## src/rtl/fetch_decode.sv

```systemverilog
// Single-issue fetch/decode stage: fetches one 16-bit instruction word at a time,
// holds it in an instruction register and presents its decoded fields downstream.
module fetch_decode #(
    parameter logic [0:15] RESET_PC = 16'h0000,
    parameter logic [0:4]  HALT_OP  = 5'b11111
) (
    input  logic        i_clk,
    input  logic        i_rst,
    output logic        o_mem_req,
    output logic [0:15] o_mem_addr,
    input  logic        i_mem_ack,
    input  logic [0:15] i_mem_data,
    input  logic        i_redirect,
    input  logic [0:15] i_target,
    output logic        o_valid,
    input  logic        i_ready,
    output logic [0:4]  o_opcode,
    output logic [0:1]  o_sel_a,
    output logic [0:1]  o_sel_b,
    output logic [0:15] o_imm,
    output logic [0:15] o_pc,
    output logic        o_halted,
    output logic [1:0]  o_dbg_state
);

    // Handshakes: memory returns data when i_mem_ack is high while o_mem_req is high;
    // downstream accepts an instruction on a cycle with o_valid && i_ready && !i_redirect.
    typedef enum logic [1:0] {
        S_FETCH = 2'd0,
        S_HOLD  = 2'd1,
        S_HALT  = 2'd2
    } state_t;

    state_t      state, state_next;
    logic [0:15] pc, pc_next;
    logic [0:15] ir, ir_next;

    always_ff @(posedge i_clk) begin
        if (i_rst) begin
            state <= S_FETCH;
            pc    <= RESET_PC;
            ir    <= 16'h0000;
        end else begin
            state <= state_next;
            pc    <= pc_next;
            ir    <= ir_next;
        end
    end

    always_comb begin
        state_next = state;
        pc_next    = pc;
        ir_next    = ir;
        if (i_redirect) begin
            // Redirect wins over ack and ready: in-flight data or held word is dropped.
            state_next = S_FETCH;
            pc_next    = i_target;
        end else begin
            case (state)
                S_FETCH: begin
                    if (i_mem_ack) begin
                        ir_next    = i_mem_data;
                        state_next = S_HOLD;
                    end
                end
                S_HOLD: begin
                    if (i_ready) begin
                        if (ir[0:4] == HALT_OP) begin
                            state_next = S_HALT;
                        end else begin
                            pc_next    = pc + 16'd1;
                            state_next = S_FETCH;
                        end
                    end
                end
                S_HALT: begin
                    state_next = S_HALT;
                end
                default: begin
                    state_next = S_FETCH;
                end
            endcase
        end
    end

    // Outputs are forced quiet while reset is asserted.
    always_comb begin
        o_mem_req   = (state == S_FETCH) && !i_rst;
        o_valid     = (state == S_HOLD) && !i_rst;
        o_halted    = (state == S_HALT) && !i_rst;
        o_mem_addr  = pc;
        o_pc        = pc;
        o_opcode    = 5'b00000;
        o_sel_a     = 2'b00;
        o_sel_b     = 2'b00;
        o_imm       = 16'h0000;
        o_dbg_state = state;
        if (!i_rst) begin
            o_opcode = ir[0:4];
            o_sel_a  = ir[5:6];
            o_sel_b  = ir[7:8];
            o_imm    = {{9{ir[9]}}, ir[9:15]};
        end
    end

endmodule

```

## config.mk

```make
export PLATFORM = sky130hd
export DESIGN_NAME = fetch_decode
export DESIGN_NICKNAME = d
export VERILOG_FILES = /design/src/rtl/fetch_decode.sv
export SDC_FILE = /design/constraint.sdc
export NUM_CORES = 1
export LEC_CHECK = 0
export CELL_PAD_IN_SITES_DETAIL_PLACEMENT = 1
export CELL_PAD_IN_SITES_GLOBAL_PLACEMENT = 1
export CORE_MARGIN = 4
export CORE_UTILIZATION = 30
export DETAILED_ROUTE_END_ITERATION = 12
export PLACE_DENSITY = 0.87
export SLEW_MARGIN = 30
export SYNTH_ARGS = -nofsm -noshare
export SYNTH_HDL_FRONTEND = slang
export SYNTH_SLANG_ARGS = --single-unit
export TNS_END_PERCENT = 1
```

## constraint.sdc

```tcl
create_clock -name i_clk -period 4.2 [get_ports i_clk]
set_clock_uncertainty 0.2 [all_clocks]
set_input_delay 0.63 -clock i_clk [delete_from_list [all_inputs] [get_ports i_clk]]
set_output_delay 0.63 -clock i_clk [all_outputs]
set_load 0.01 [all_outputs]
```

* Yosys cells after proc, flatten, opt, wreduce, memory -nomap -nowiden
Index checks and enable logic that the tools add are counted.
** Storage, ports and cells
- Latch bits :: 0
- Flip-flop bits (word level) :: 34
- Memories kept :: 0
- Output and inout port bits :: 62
- Memory bits (read-only) :: 0
- Logic and storage cells :: 34
- Input bits :: 37
- Bits in writable memories :: 0
** Cells by class
- $lt $le $gt $ge :: 0
- Multiply operators :: 0
- Add/sub/neg operators :: 1
- Shift operators :: 0
- Bitwise gates (word level) :: 1
- Multiplexer cells :: 12
- Eq/ne operators :: 6
- Divide/modulo/power cells :: 0
- Reduce and logical (&&, ||, !) cells :: 11
** Operators with widths (count)
- 2-to-1 mux 16 bit :: 5
- adder 16 x 1 -> 16 bit (second input constant) :: 1
- 2-to-1 mux 2 bit :: 5
- inequality test 2 bit (second input constant) :: 3
- case mux 2 bit (3 select lines) :: 1
- AND reduction 3 bit :: 2
- == test 5 bit (second input constant) :: 1
- 2-to-1 mux 5 bit :: 1
- nonzero test 2 bit :: 2
- logical AND 1 bit :: 3
- == test 2 x 1 -> 1 bit (second input constant) :: 1
- == test 2 bit (second input constant) :: 1
- logical NOT 2 bit :: 1
- AND reduction 2 bit :: 1
- OR reduction 2 bit :: 1
- logical NOT 1 bit :: 1
- inverter 1 bit :: 1

* Longest topological paths before layout
- Depth in word-level cells :: 5
- Gate-level depth with buffers :: 6
- Mapped depth without buffers :: 4

* Least setup slack after synthesis
No wires, ideal clock.
- Path type :: input -> output
- From :: in i_rst
- To :: out o_imm[0] in the netlist's numbering
- Required time :: 3.370 ns
- Slack :: 1.674 ns
- Stages on the path :: 4
- Arrival :: 1.696 ns
- Buffers on the path :: 3
- Path through :: clkbuf_1 clkbuf_1 nor2b_1 buf_4
** On the way
- Word-level cells in the longest chain between the ends :: 1
** Ends and longest elaborated chain
- from (decl) :: line 8 : input logic i_rst,
- 2-to-1 mux 16 bit :: line 98 : if (!i_rst) begin
- to (decl) :: line 20 : output logic [0:15] o_imm,
No other way between the ends.

* Worst setup path in the final report
- From :: in i_rst
- To :: out o_imm[3] in the netlist's numbering
The elaborated chain is that of the path after synthesis.

==> impl_metrics.py <==
metrics = {
    "layout": {
        "fin_nets": 356,
        "syn2layout_area_growth_pct": 48.7,
        "finalCoreUtilization_pct": 45.9,
        "drive_gt1_share_pct": 4.39,
        "fin_cells": 396,
        "diodes": 0,
    },
    "worst_setup_path": {
        "worstPathCellList": "buf_2, nor2b_1, clkdlybuf4s50_1",
        "crit_family": "buffers and inverters",
        "end_kind": "primary output",
        "cp.required_ns": 3.37,
        "critPathKind": "primary input to primary output",
        "cp_num_buf_inv": 2,
        "slowest_delay_ns": 0.66,
        "crit_path_start_kind": "primary input",
        "cp_max_fo": 19,
        "cp.arrival_ns": 2.00,
        "slowest_stage": "clkdlybuf4s50_1",
    },
    "routing": {
        "route.detailed.drc": 0,
        "final_antenna_net_count": 0,
        "viasPerCell": 5.06,
        "drtIter0Drc": 69,
        "routed_wl_mm": 6.05,
        "routedWlPerCell_um": 15.3,
        "vias": 2002,
        "firstDrtPassIters": 4,
    },
    "sta": {
        "maxSlewViolCount": 0,
        "setup_viol": 0,
        "fin_crit_ns": 2.83,
        "hold_viol": 0,
        "rsz0062_at_grt": "no",
        "holdWs_ns": 0.255,
        "clock.fmax_ghz": 0.354,
        "fin_setup_tns_ns": 0,
        "finalCritPeriodShare_pct": 67.3,
        "slew_headroom_pct": 57.7,
        "tightestPinTransition_ns": 0.633,
    },
    "die": {
        "row_count": 29,
        "die_w_um": 88.6,
        "ios": 99,
        "die_h_um": 88.6,
        "start_util_pct": 30.9,
        "die_area_um2": 7850,
        "core_area_um2": 6310,
    },
    "outcome": {
        "status": "finished clean",
    },
    "clock_tree": {
        "cts_tree": "yes",
        "clkTransAtPathRegs_ns": 0.07,
        "clkLatencyLatePin_ns": 0.28,
        "cts_hold_buffers": 0,
        "cts.sinks": 34,
        "clockBufferDepth": 2,
        "cts_setup_buffers": 0,
        "htreeDepth": 2,
        "numCtsBuffers": 5,
        "cts_resized": 0,
        "cts-root-buf": "clkbuf_8",
    },
    "power": {
        "leakage_nw": 1.01,
        "powerDensity_nw_per_um2": 287,
        "vdd_ir_drop_max_uv": 144,
    },
    "synthesis": {
        "yosysSeqAreaShare_pct": 34.9,
        "synth_cell_types": 38,
        "synth.area.top_cells": "dfxtp_1 (35%), buf_4 (9.6%), nand2_1 (7.5%), nor2b_1 (5.5%), a21oi_1 (4.9%)",
        "synth-edff-count": 0,
        "syn_nets": 289,
        "synthFlopType": "dfxtp_1",
        "syn-instance-count": 251,
        "syn_area_um2": 1950,
        "yosysTopAreaCell": "dfxtp_1",
        "async_flop_share_pct": 0,
        "yosysWarnings": 0,
        "synth_area_per_cell_um2": 7.77,
        "synth-seq-cells": 34,
        "yosysTopAreaCellShare_pct": 34.9,
    },
    "global_route": {
        "grt_usage_pct": 16.0,
        "antenna_found_initial": 0,
        "first_global_vias": 2075,
        "grt_pass1_wl_mm": 10.0,
        "gr-total-overflow": 0,
        "grt_max_degree": 27,
    },
    "placement": {
        "gp_congestion": 0.793,
        "placed_cells": 388,
        "hpwl_mm": 4.71,
        "port-buffer-count": 98,
    },
    "run": {
        "cap_violations": 0,
    },
    "hold_path": {
        "hold_path.class": "flip-flop to flip-flop",
    },
}
## state kept, by name, summed over array words and instances (netlist names)
signal,count
ir,16
o_mem_addr,16
o_dbg_state,2
## cell families (layout without fill, tap and decap cells)
group / Yosys count / after routing / share of synthesized area (%)
flip-flops: 34 / 34 / 34.9
multiplexers: 1 / 1 / 0.513
XOR/XNOR: 1 / 1 / 0.449
AND/OR/NAND/NOR: 107 / 107 / 27.7
AO/OA/AOI/OAI: 53 / 53 / 20.2
buffers and inverters: 54 / 122 / 15.6
adder cells (fa/ha/maj): 1 / 1 / 0.642
## final cells by class
| type | count | area, µm² |
|---|---|---|
| clock inverters | 2 | 37.5 |
| clock buffers | 6 | 72.6 |
| multi-input cells | 163 | 965 |
| inverters | 13 | 48.8 |
| well taps | 77 | 96.3 |
| repair buffers | 101 | 998 |
| flip-flops and latches | 34 | 681 |
| fillers | 770 | 3410 |
## cell usage in the layout (no fill, tap or decap), types with 2 or more instances in the layout
master,Yosys,final
a2111oi_0,3,3
a211oi_1,3,3
a21oi_1,19,19
a311oi_1,9,9
a31o_1,2,2
and3_1,6,6
and4_1,3,3
buf_4,25,3
clkbuf_8,0,5
clkdlybuf4s50_1,0,97
dfxtp_1,34,34
inv_1,12,12
nand2_1,39,39
nand3_1,4,4
nand4_1,6,6
nor2_1,16,16
nor2b_1,17,17
nor3_1,5,5
nor4_1,3,3
o31a_1,3,3
o31ai_1,5,5
or4_1,5,5
## synth_stat cells (2+ instances only)
master,number
and3_1,6
nand4_1,6
nor4_1,3
and4_1,3
a21oi_1,19
a311oi_1,9
buf_4,25
nand3_1,4
o31a_1,3
or4_1,5
a211oi_1,3
a31o_1,2
a2111oi_0,3
nor2b_1,17
nand2_1,39
nor3_1,5
clkbuf_1,15
inv_1,12
o31ai_1,5
nor2_1,16
dfxtp_1,34
## where the power goes
| part | leakage (nW) | switching [mW] | internal (mW) |
|---|---|---|---|
| combinational | 0.680 | 0.0704 | 0.0997 |
| clock | 0.0514 | 0.122 | 0.177 |
| sequential | 0.280 | 0.0230 | 0.341 |
| total | 1.01 | 0.215 | 0.617 |
## tightest hold or removal path, delay by kind of cell, from the launching register on
kind / cells / cell delay (ns)
AO/OA/AOI/OAI: 1 / 0.05
flip-flops: 1 / 0.31
AND/OR/NAND/NOR: 1 / 0.05
## per-stage QoR
stage	power, mW	worst slack [ns]	instance area, µm²
after detailed placement	0.544	1.33	2790
after CTS	0.847	1.34	2900
after global placement	0.538	1.46	2790
after global routing	0.877	1.24	2900
after floorplan	0.451	1.67	1950
final	0.833	1.37	2900
## per-layer routing
metal,wire [µm],part of all wire [%],vias to the layer above,global-route usage [%]
met2,3040,50,61,27.9
met4,14,0.23,0,2.47
met3,461,7.6,2,5.49
met1,2530,42,947,19.5
met5,0,0,-,0
li1,-,-,992,-
## worst paths after layout
path / from / endpoint / slack [ns] / cells past startpoint
worst max-delay path: i_rst / o_imm[3] / 1.37 / 3
worst min-delay path: ir[12]$_SDFFE_PP0P_ / ir[12]$_SDFFE_PP0P_ / 0.26 / 2
worst max register to register: o_mem_addr[10]$_SDFFE_PP0P_ / o_mem_addr[1]$_SDFFE_PP0P_ / 2.02 / 4
worst min register to register: ir[12]$_SDFFE_PP0P_ / ir[12]$_SDFFE_PP0P_ / 0.26 / 2
(Power assumes the default switching activity.)
